### src/rtl/cond_pkg.sv
// cond_pkg: shared condition-code and flag definitions for the condition stage.
// Used by cond_check and cond_logic; the COND_STATS_EN macro affects cond_logic only.
package cond_pkg;

    typedef enum logic [3:0] {
        COND_EQ = 4'h0,
        COND_NE = 4'h1,
        COND_CS = 4'h2,
        COND_CC = 4'h3,
        COND_MI = 4'h4,
        COND_PL = 4'h5,
        COND_VS = 4'h6,
        COND_VC = 4'h7,
        COND_HI = 4'h8,
        COND_LS = 4'h9,
        COND_GE = 4'hA,
        COND_LT = 4'hB,
        COND_GT = 4'hC,
        COND_LE = 4'hD,
        COND_AL = 4'hE,
        COND_NV = 4'hF
    } cond_e;

    // Bit positions inside the {N,Z,C,V} flag vector
    localparam int unsigned FLAG_N = 3;
    localparam int unsigned FLAG_Z = 2;
    localparam int unsigned FLAG_C = 1;
    localparam int unsigned FLAG_V = 0;

    // Bit positions inside the flag_w request
    localparam int unsigned FW_NZ = 1;
    localparam int unsigned FW_CV = 0;

endpackage

### src/rtl/cond_check.sv
// cond_check: combinational evaluation of a 4-bit condition field against NZCV flags.
// Code F is "never": the instruction is squashed.
module cond_check
    import cond_pkg::*;
(
    input  logic [3:0] cond,
    input  logic [3:0] flags,
    output logic       ex
);

    logic n, z, c, v;

    // Decode the condition field into a single execute/squash decision
    always_comb begin
        n  = flags[FLAG_N];
        z  = flags[FLAG_Z];
        c  = flags[FLAG_C];
        v  = flags[FLAG_V];
        ex = 1'b0;
        case (cond_e'(cond))
            COND_EQ: ex = z;
            COND_NE: ex = !z;
            COND_CS: ex = c;
            COND_CC: ex = !c;
            COND_MI: ex = n;
            COND_PL: ex = !n;
            COND_VS: ex = v;
            COND_VC: ex = !v;
            COND_HI: ex = c && !z;
            COND_LS: ex = !c || z;
            COND_GE: ex = (n == v);
            COND_LT: ex = (n != v);
            COND_GT: ex = !z && (n == v);
            COND_LE: ex = z || (n != v);
            COND_AL: ex = 1'b1;
            COND_NV: ex = 1'b0;
            default: ex = 1'b0;
        endcase
    end

endmodule

### src/rtl/cond_logic.sv
// cond_logic: NZCV flag register plus a one-entry registered stage that gates
// PC/register/memory side effects by the instruction's condition.
// Optional macro COND_STATS_EN adds saturating execute/squash counters (CNT_W bits).
module cond_logic
    import cond_pkg::*;
#(
    parameter int unsigned CNT_W = 16
)
(
    input  logic             clk,
    input  logic             reset,
    input  logic             in_valid,
    output logic             in_ready,
    input  logic [3:0]       cond,
    input  logic [3:0]       alu_flags,
    input  logic [1:0]       flag_w,
    input  logic             pcs,
    input  logic             reg_w,
    input  logic             mem_w,
    output logic             out_valid,
    input  logic             out_ready,
    output logic             pc_src,
    output logic             reg_write,
    output logic             mem_write,
    output logic             cond_ex,
    output logic [3:0]       flags
`ifdef COND_STATS_EN
    ,
    output logic [CNT_W-1:0] exec_count,
    output logic [CNT_W-1:0] squash_count
`endif
);

    logic       accept;
    logic       ex;
    logic [3:0] flags_nxt;

    // Condition is evaluated against the flag register before this instruction's update
    cond_check u_check (
        .cond  (cond),
        .flags (flags),
        .ex    (ex)
    );

    assign in_ready = !out_valid || out_ready;
    assign accept   = in_valid && in_ready;

    // Merge the selected ALU flag pairs into the current flags for an executing instruction
    always_comb begin
        flags_nxt = flags;
        if (accept && ex) begin
            if (flag_w[FW_NZ]) begin
                flags_nxt[FLAG_N] = alu_flags[FLAG_N];
                flags_nxt[FLAG_Z] = alu_flags[FLAG_Z];
            end
            if (flag_w[FW_CV]) begin
                flags_nxt[FLAG_C] = alu_flags[FLAG_C];
                flags_nxt[FLAG_V] = alu_flags[FLAG_V];
            end
        end
    end

    // Architectural flag register
    always_ff @(posedge clk or posedge reset) begin
        if (reset) begin
            flags <= '0;
        end else begin
            flags <= flags_nxt;
        end
    end

    // Output register: load on accept, clear on drain so gated outputs read 0 when empty
    always_ff @(posedge clk or posedge reset) begin
        if (reset) begin
            out_valid <= 1'b0;
            cond_ex   <= 1'b0;
            pc_src    <= 1'b0;
            reg_write <= 1'b0;
            mem_write <= 1'b0;
        end else if (accept) begin
            out_valid <= 1'b1;
            cond_ex   <= ex;
            pc_src    <= pcs && ex;
            reg_write <= reg_w && ex;
            mem_write <= mem_w && ex;
        end else if (out_valid && out_ready) begin
            out_valid <= 1'b0;
            cond_ex   <= 1'b0;
            pc_src    <= 1'b0;
            reg_write <= 1'b0;
            mem_write <= 1'b0;
        end
    end

`ifdef COND_STATS_EN
    // Saturating execute/squash statistics, counted per accepted instruction
    always_ff @(posedge clk or posedge reset) begin
        if (reset) begin
            exec_count   <= '0;
            squash_count <= '0;
        end else if (accept) begin
            if (ex && (exec_count != '1)) begin
                exec_count <= exec_count + CNT_W'(1);
            end
            if (!ex && (squash_count != '1)) begin
                squash_count <= squash_count + CNT_W'(1);
            end
        end
    end
`else
    // CNT_W only sizes the statistics counters, which are absent in this build
    if (CNT_W == 0) begin : g_cnt_w_unused
    end
`endif

endmodule

### config.mk
export PLATFORM = sky130hd
export DESIGN_NAME = cond_logic
export DESIGN_NICKNAME = d
export VERILOG_FILES = /design/src/rtl/cond_pkg.sv /design/src/rtl/cond_check.sv /design/src/rtl/cond_logic.sv
export SDC_FILE = /design/constraint.sdc
export NUM_CORES = 1
export LEC_CHECK = 0
export ABC_AREA = 1
export CORE_UTILIZATION = 43
export DETAILED_ROUTE_END_ITERATION = 12
export PLACE_DENSITY = 0.82
export SYNTH_ARGS = -nofsm -noshare
export SYNTH_HDL_FRONTEND = slang
export SYNTH_SLANG_ARGS = --single-unit
### constraint.sdc
create_clock -name clk -period 2.8 [get_ports clk]
set_input_delay 0.7 -clock clk [delete_from_list [all_inputs] [get_ports clk]]
set_output_delay 0.7 -clock clk [all_outputs]
set_load 0.01 [all_outputs]
==> impl_metrics.prom <==
# TYPE chip_impl_metric gauge
chip_impl_info{name="grt_setup_unrepaired",value="false"} 1
chip_impl_metric{name="p_seq_share",unit="%"} 34.0
chip_impl_metric{name="syn-cell-area",unit="um^2"} 607
chip_impl_metric{name="arrival_time_reported_for_the_critical_path_endpoint",unit="ps"} 1690
chip_impl_info{name="clock_tree.root_cell",value="sky130_fd_sc_hd__clkbuf_4"} 1
chip_impl_metric{name="final.period_utilization",unit="%"} 85.4
chip_impl_metric{name="antenna_left",unit=""} 0
chip_impl_info{name="path_class",value="primary input to primary output"} 1
chip_impl_metric{name="internal_power",unit="mW"} 0.374
chip_impl_metric{name="cts_buffers",unit=""} 3
chip_impl_metric{name="remaining_drc_errors",unit=""} 0
chip_impl_metric{name="hold_viol",unit=""} 0
chip_impl_metric{name="clock_tree.htree_level_count",unit=""} 1
chip_impl_metric{name="number_of_global_route_vias_before_repair",unit=""} 610
chip_impl_metric{name="gpl.final_weighted_congestion",unit=""} 0.726
chip_impl_metric{name="drt-wirelength-per-cell",unit="um"} 10.2
chip_impl_metric{name="cts.reportedPaths.clkPinSlew",unit="ps"} 60
chip_impl_metric{name="cap_viol_max_count",unit=""} 0
chip_impl_info{name="timing.hold.worst.start",value="pc_src"} 1
chip_impl_metric{name="cts-hold-fix-buffers",unit=""} 0
chip_impl_metric{name="total_number_of_placement_rows",unit=""} 13
chip_impl_info{name="rr_startpoint",value="flags[3]"} 1
chip_impl_metric{name="grt_pass1_wl",unit="um"} 2330
chip_impl_metric{name="crit_fanout",unit=""} 3
chip_impl_metric{name="finalNetCount",unit=""} 139
chip_impl_info{name="most-common-layout-cells",value="40 x sky130_fd_sc_hd__nand2_1, 25 x sky130_fd_sc_hd__clkdlybuf4s50_1, 9 x sky130_fd_sc_hd__dfrtp_1, 6 x sky130_fd_sc_hd__inv_1, 6 x sky130_fd_sc_hd__nand3_1"} 1
chip_impl_metric{name="design.core.area",unit="mm^2"} 0.00130
chip_impl_metric{name="power.switching_fraction",unit="%"} 39.1
chip_impl_info{name="cp-start-kind",value="primary input"} 1
chip_impl_metric{name="net-switching-power",unit="mW"} 0.240
chip_impl_metric{name="rrSetupSlack",unit="ps"} 1370
chip_impl_info{name="tritoncts",value="built"} 1
chip_impl_metric{name="tightestPinTransition",unit="ps"} 353
chip_impl_info{name="timing.critical_path.to_type",value="primary output"} 1
chip_impl_metric{name="fmax",unit="MHz"} 418
chip_impl_metric{name="globalRouteOverflowTotal",unit=""} 0
chip_impl_metric{name="finalWorstPathRequiredPeriod",unit="ps"} 2390
chip_impl_metric{name="areaGrowthSynthToFinish",unit="%"} 53.2
chip_impl_metric{name="post_cts_buffers",unit=""} 0
chip_impl_metric{name="longest_clk_path_bufs",unit=""} 2
chip_impl_metric{name="finalClockSkew",unit="ps"} 2.36
chip_impl_metric{name="cp_data_required_time",unit="ps"} 2100
chip_impl_metric{name="syn_nets",unit=""} 106
chip_impl_metric{name="slew_headroom",unit="%"} 76.5
chip_impl_metric{name="vdd_drop_max",unit="mV"} 0.414
chip_impl_info{name="synth_top_cell_by_area",value="sky130_fd_sc_hd__dfrtp_1"} 1
chip_impl_metric{name="clock_power_share",unit="%"} 15.9
chip_impl_metric{name="p_leak",unit="nW"} 0.466
chip_impl_metric{name="design.die.area",unit="mm^2"} 0.00157
chip_impl_metric{name="setup-violations-final",unit=""} 0
chip_impl_metric{name="worstHoldPathCells",unit=""} 2
chip_impl_metric{name="yosysWarningCount",unit=""} 0
chip_impl_metric{name="grt_max_degree",unit=""} 10
chip_impl_metric{name="cts-resized-gates",unit=""} 0
chip_impl_metric{name="vias_per_cell",unit=""} 4.94
chip_impl_info{name="worstHoldEndpoint",value="pc_src"} 1
chip_impl_info{name="holdCritPathClass",value="register to register"} 1
chip_impl_info{name="crit_reg_reg_endpoint",value="flags[2]"} 1
chip_impl_metric{name="synth.distinct_cells",unit=""} 18
chip_impl_metric{name="layout.core_utilization",unit="%"} 71.4
chip_impl_metric{name="syn_inst",unit=""} 89
chip_impl_metric{name="cellPowerDensity",unit="mW/mm^2"} 660
chip_impl_metric{name="timing.reg2reg.worst_path_depth",unit=""} 12
chip_impl_metric{name="accumulated_negative_setup_slack",unit="ps"} 0
chip_impl_info{name="layout_commonest_cell",value="sky130_fd_sc_hd__nand2_1"} 1
chip_impl_metric{name="antenna_found_initial",unit=""} 0
chip_impl_metric{name="die-width",unit="um"} 39.6
chip_impl_metric{name="first_iter_violations",unit=""} 12
chip_impl_metric{name="dp.final_hpwl",unit="um"} 1140
chip_impl_metric{name="drt_wl_total",unit="um"} 1380
chip_impl_metric{name="antenna_cells",unit=""} 0
chip_impl_metric{name="ys_seq_area_share",unit="%"} 37.1
chip_impl_info{name="result_of_the_run",value="finished clean"} 1
chip_impl_metric{name="detailroute.via_count",unit=""} 672
chip_impl_metric{name="io_buffer_count",unit=""} 26
chip_impl_metric{name="post_route_cells_drive_above_1_share",unit="%"} 15.7
chip_impl_metric{name="initial_utilization",unit="%"} 46.6
chip_impl_metric{name="gr-usage-all-layers",unit="%"} 22.0
chip_impl_metric{name="timing.final.max_slew_violations",unit=""} 0
chip_impl_info{name="synth.top_cells.by_area",value="sky130_fd_sc_hd__dfrtp_1 37%, sky130_fd_sc_hd__nand2_1 25%, sky130_fd_sc_hd__o21ai_2 5.8%"} 1
chip_impl_metric{name="synth.ff_latch_count",unit=""} 9
chip_impl_metric{name="ios",unit=""} 27
chip_impl_metric{name="clock_sinks",unit=""} 9
chip_impl_info{name="cp-startpoint",value="in_valid"} 1
chip_impl_metric{name="detail_route.first_pass.iterations",unit=""} 4
chip_impl_metric{name="synth_largest_type_area_fraction",unit="%"} 37.1
chip_impl_metric{name="die_height",unit="um"} 39.6
chip_impl_metric{name="syn_avg_cell_area",unit="um^2"} 6.82
chip_impl_metric{name="combinationalPowerShare",unit="%"} 50.2
chip_impl_metric{name="insertion_delay",unit="ps"} 250
-- area by class of cell --
type	count	area, um^2
Clock buffer	4	26.3
Timing Repair Buffer	28	278
Fill cell	103	372
Inverter	10	37.5
Sequential cell	9	225
Multi-Input combinational cell	70	344
Tap cell	15	18.8
-- per-stage QoR --
step                      std cells  setup slack, ps  hold WS (ps)  total power [mW]  cell area, um^2
after detailed placement        132             25.3           478             0.519              901
after floorplan                  89             1000           513             0.377              607
after global placement          132             77.2           468             0.511              901
after global routing            136              311           525             0.671              930
after CTS                       136             20.3           494             0.623              927
final                           136              408           492             0.613              930
-- cells by family after synthesis --
group	after synthesis	synth area share, %
AO/OA/AOI/OAI	8	9.48
AND/OR/NAND/NOR	62	47.2
flip-flops	9	37.1
buffers and inverters	10	6.18
-- per-layer routing --
metal	GRT usage (%)	wire length, um
met3	3.41	88
met4	12.1	20
met2	40.2	697
met5	0	0
met1	23.4	577
-- worst max-delay path, stage by stage --
cell and delay (ps):
sky130_fd_sc_hd__clkdlybuf4s50_1 470, sky130_fd_sc_hd__inv_1 60, sky130_fd_sc_hd__o21ai_2 140, sky130_fd_sc_hd__inv_2 50
sky130_fd_sc_hd__nand2_1 90, sky130_fd_sc_hd__dlymetal6s2s_1 180
-- sequential cells by signal (all words and copies together) (netlist names) --
register / cells
flags: 4
mem_write: 1
out_valid: 1
pc_src: 1
cond_ex: 1
reg_write: 1
-- Yosys cell counts --
cell / count
sky130_fd_sc_hd__nand4_1: 4
sky130_fd_sc_hd__nand3_1: 6
sky130_fd_sc_hd__nor2_2: 1
sky130_fd_sc_hd__nand2_4: 2
sky130_fd_sc_hd__inv_1: 6
sky130_fd_sc_hd__o21a_1: 1
sky130_fd_sc_hd__o21ai_0: 1
sky130_fd_sc_hd__o21ai_2: 4
sky130_fd_sc_hd__nand2_1: 40
sky130_fd_sc_hd__dfrtp_1: 9
sky130_fd_sc_hd__nand2_2: 1
sky130_fd_sc_hd__or2_1: 1
sky130_fd_sc_hd__nand3_2: 2
sky130_fd_sc_hd__nor2_1: 4
sky130_fd_sc_hd__o21ai_1: 1
sky130_fd_sc_hd__a21oi_1: 1
sky130_fd_sc_hd__nor3_1: 1
sky130_fd_sc_hd__inv_2: 4
-- worst max-delay path by stage --
stage	endpoint	depth (start not counted)
after floorplan	in_ready	4
after global placement	in_ready	6
after detailed placement	in_ready	6
after CTS	in_ready	6
after global routing	in_ready	6
final	in_ready	6
-- power groups by stage --
stage          sequential (mW)  combinational [mW]  clock, mW
4_1_cts                  0.209               0.311      0.103
2_1_floorplan            0.222               0.155          0
5_1_grt                  0.217               0.345      0.109
6_report                 0.208               0.308     0.0973
3_3_place_gp             0.209               0.302          0
3_5_place_dp             0.210               0.310          0
Power figures use the tool's default switching activity.
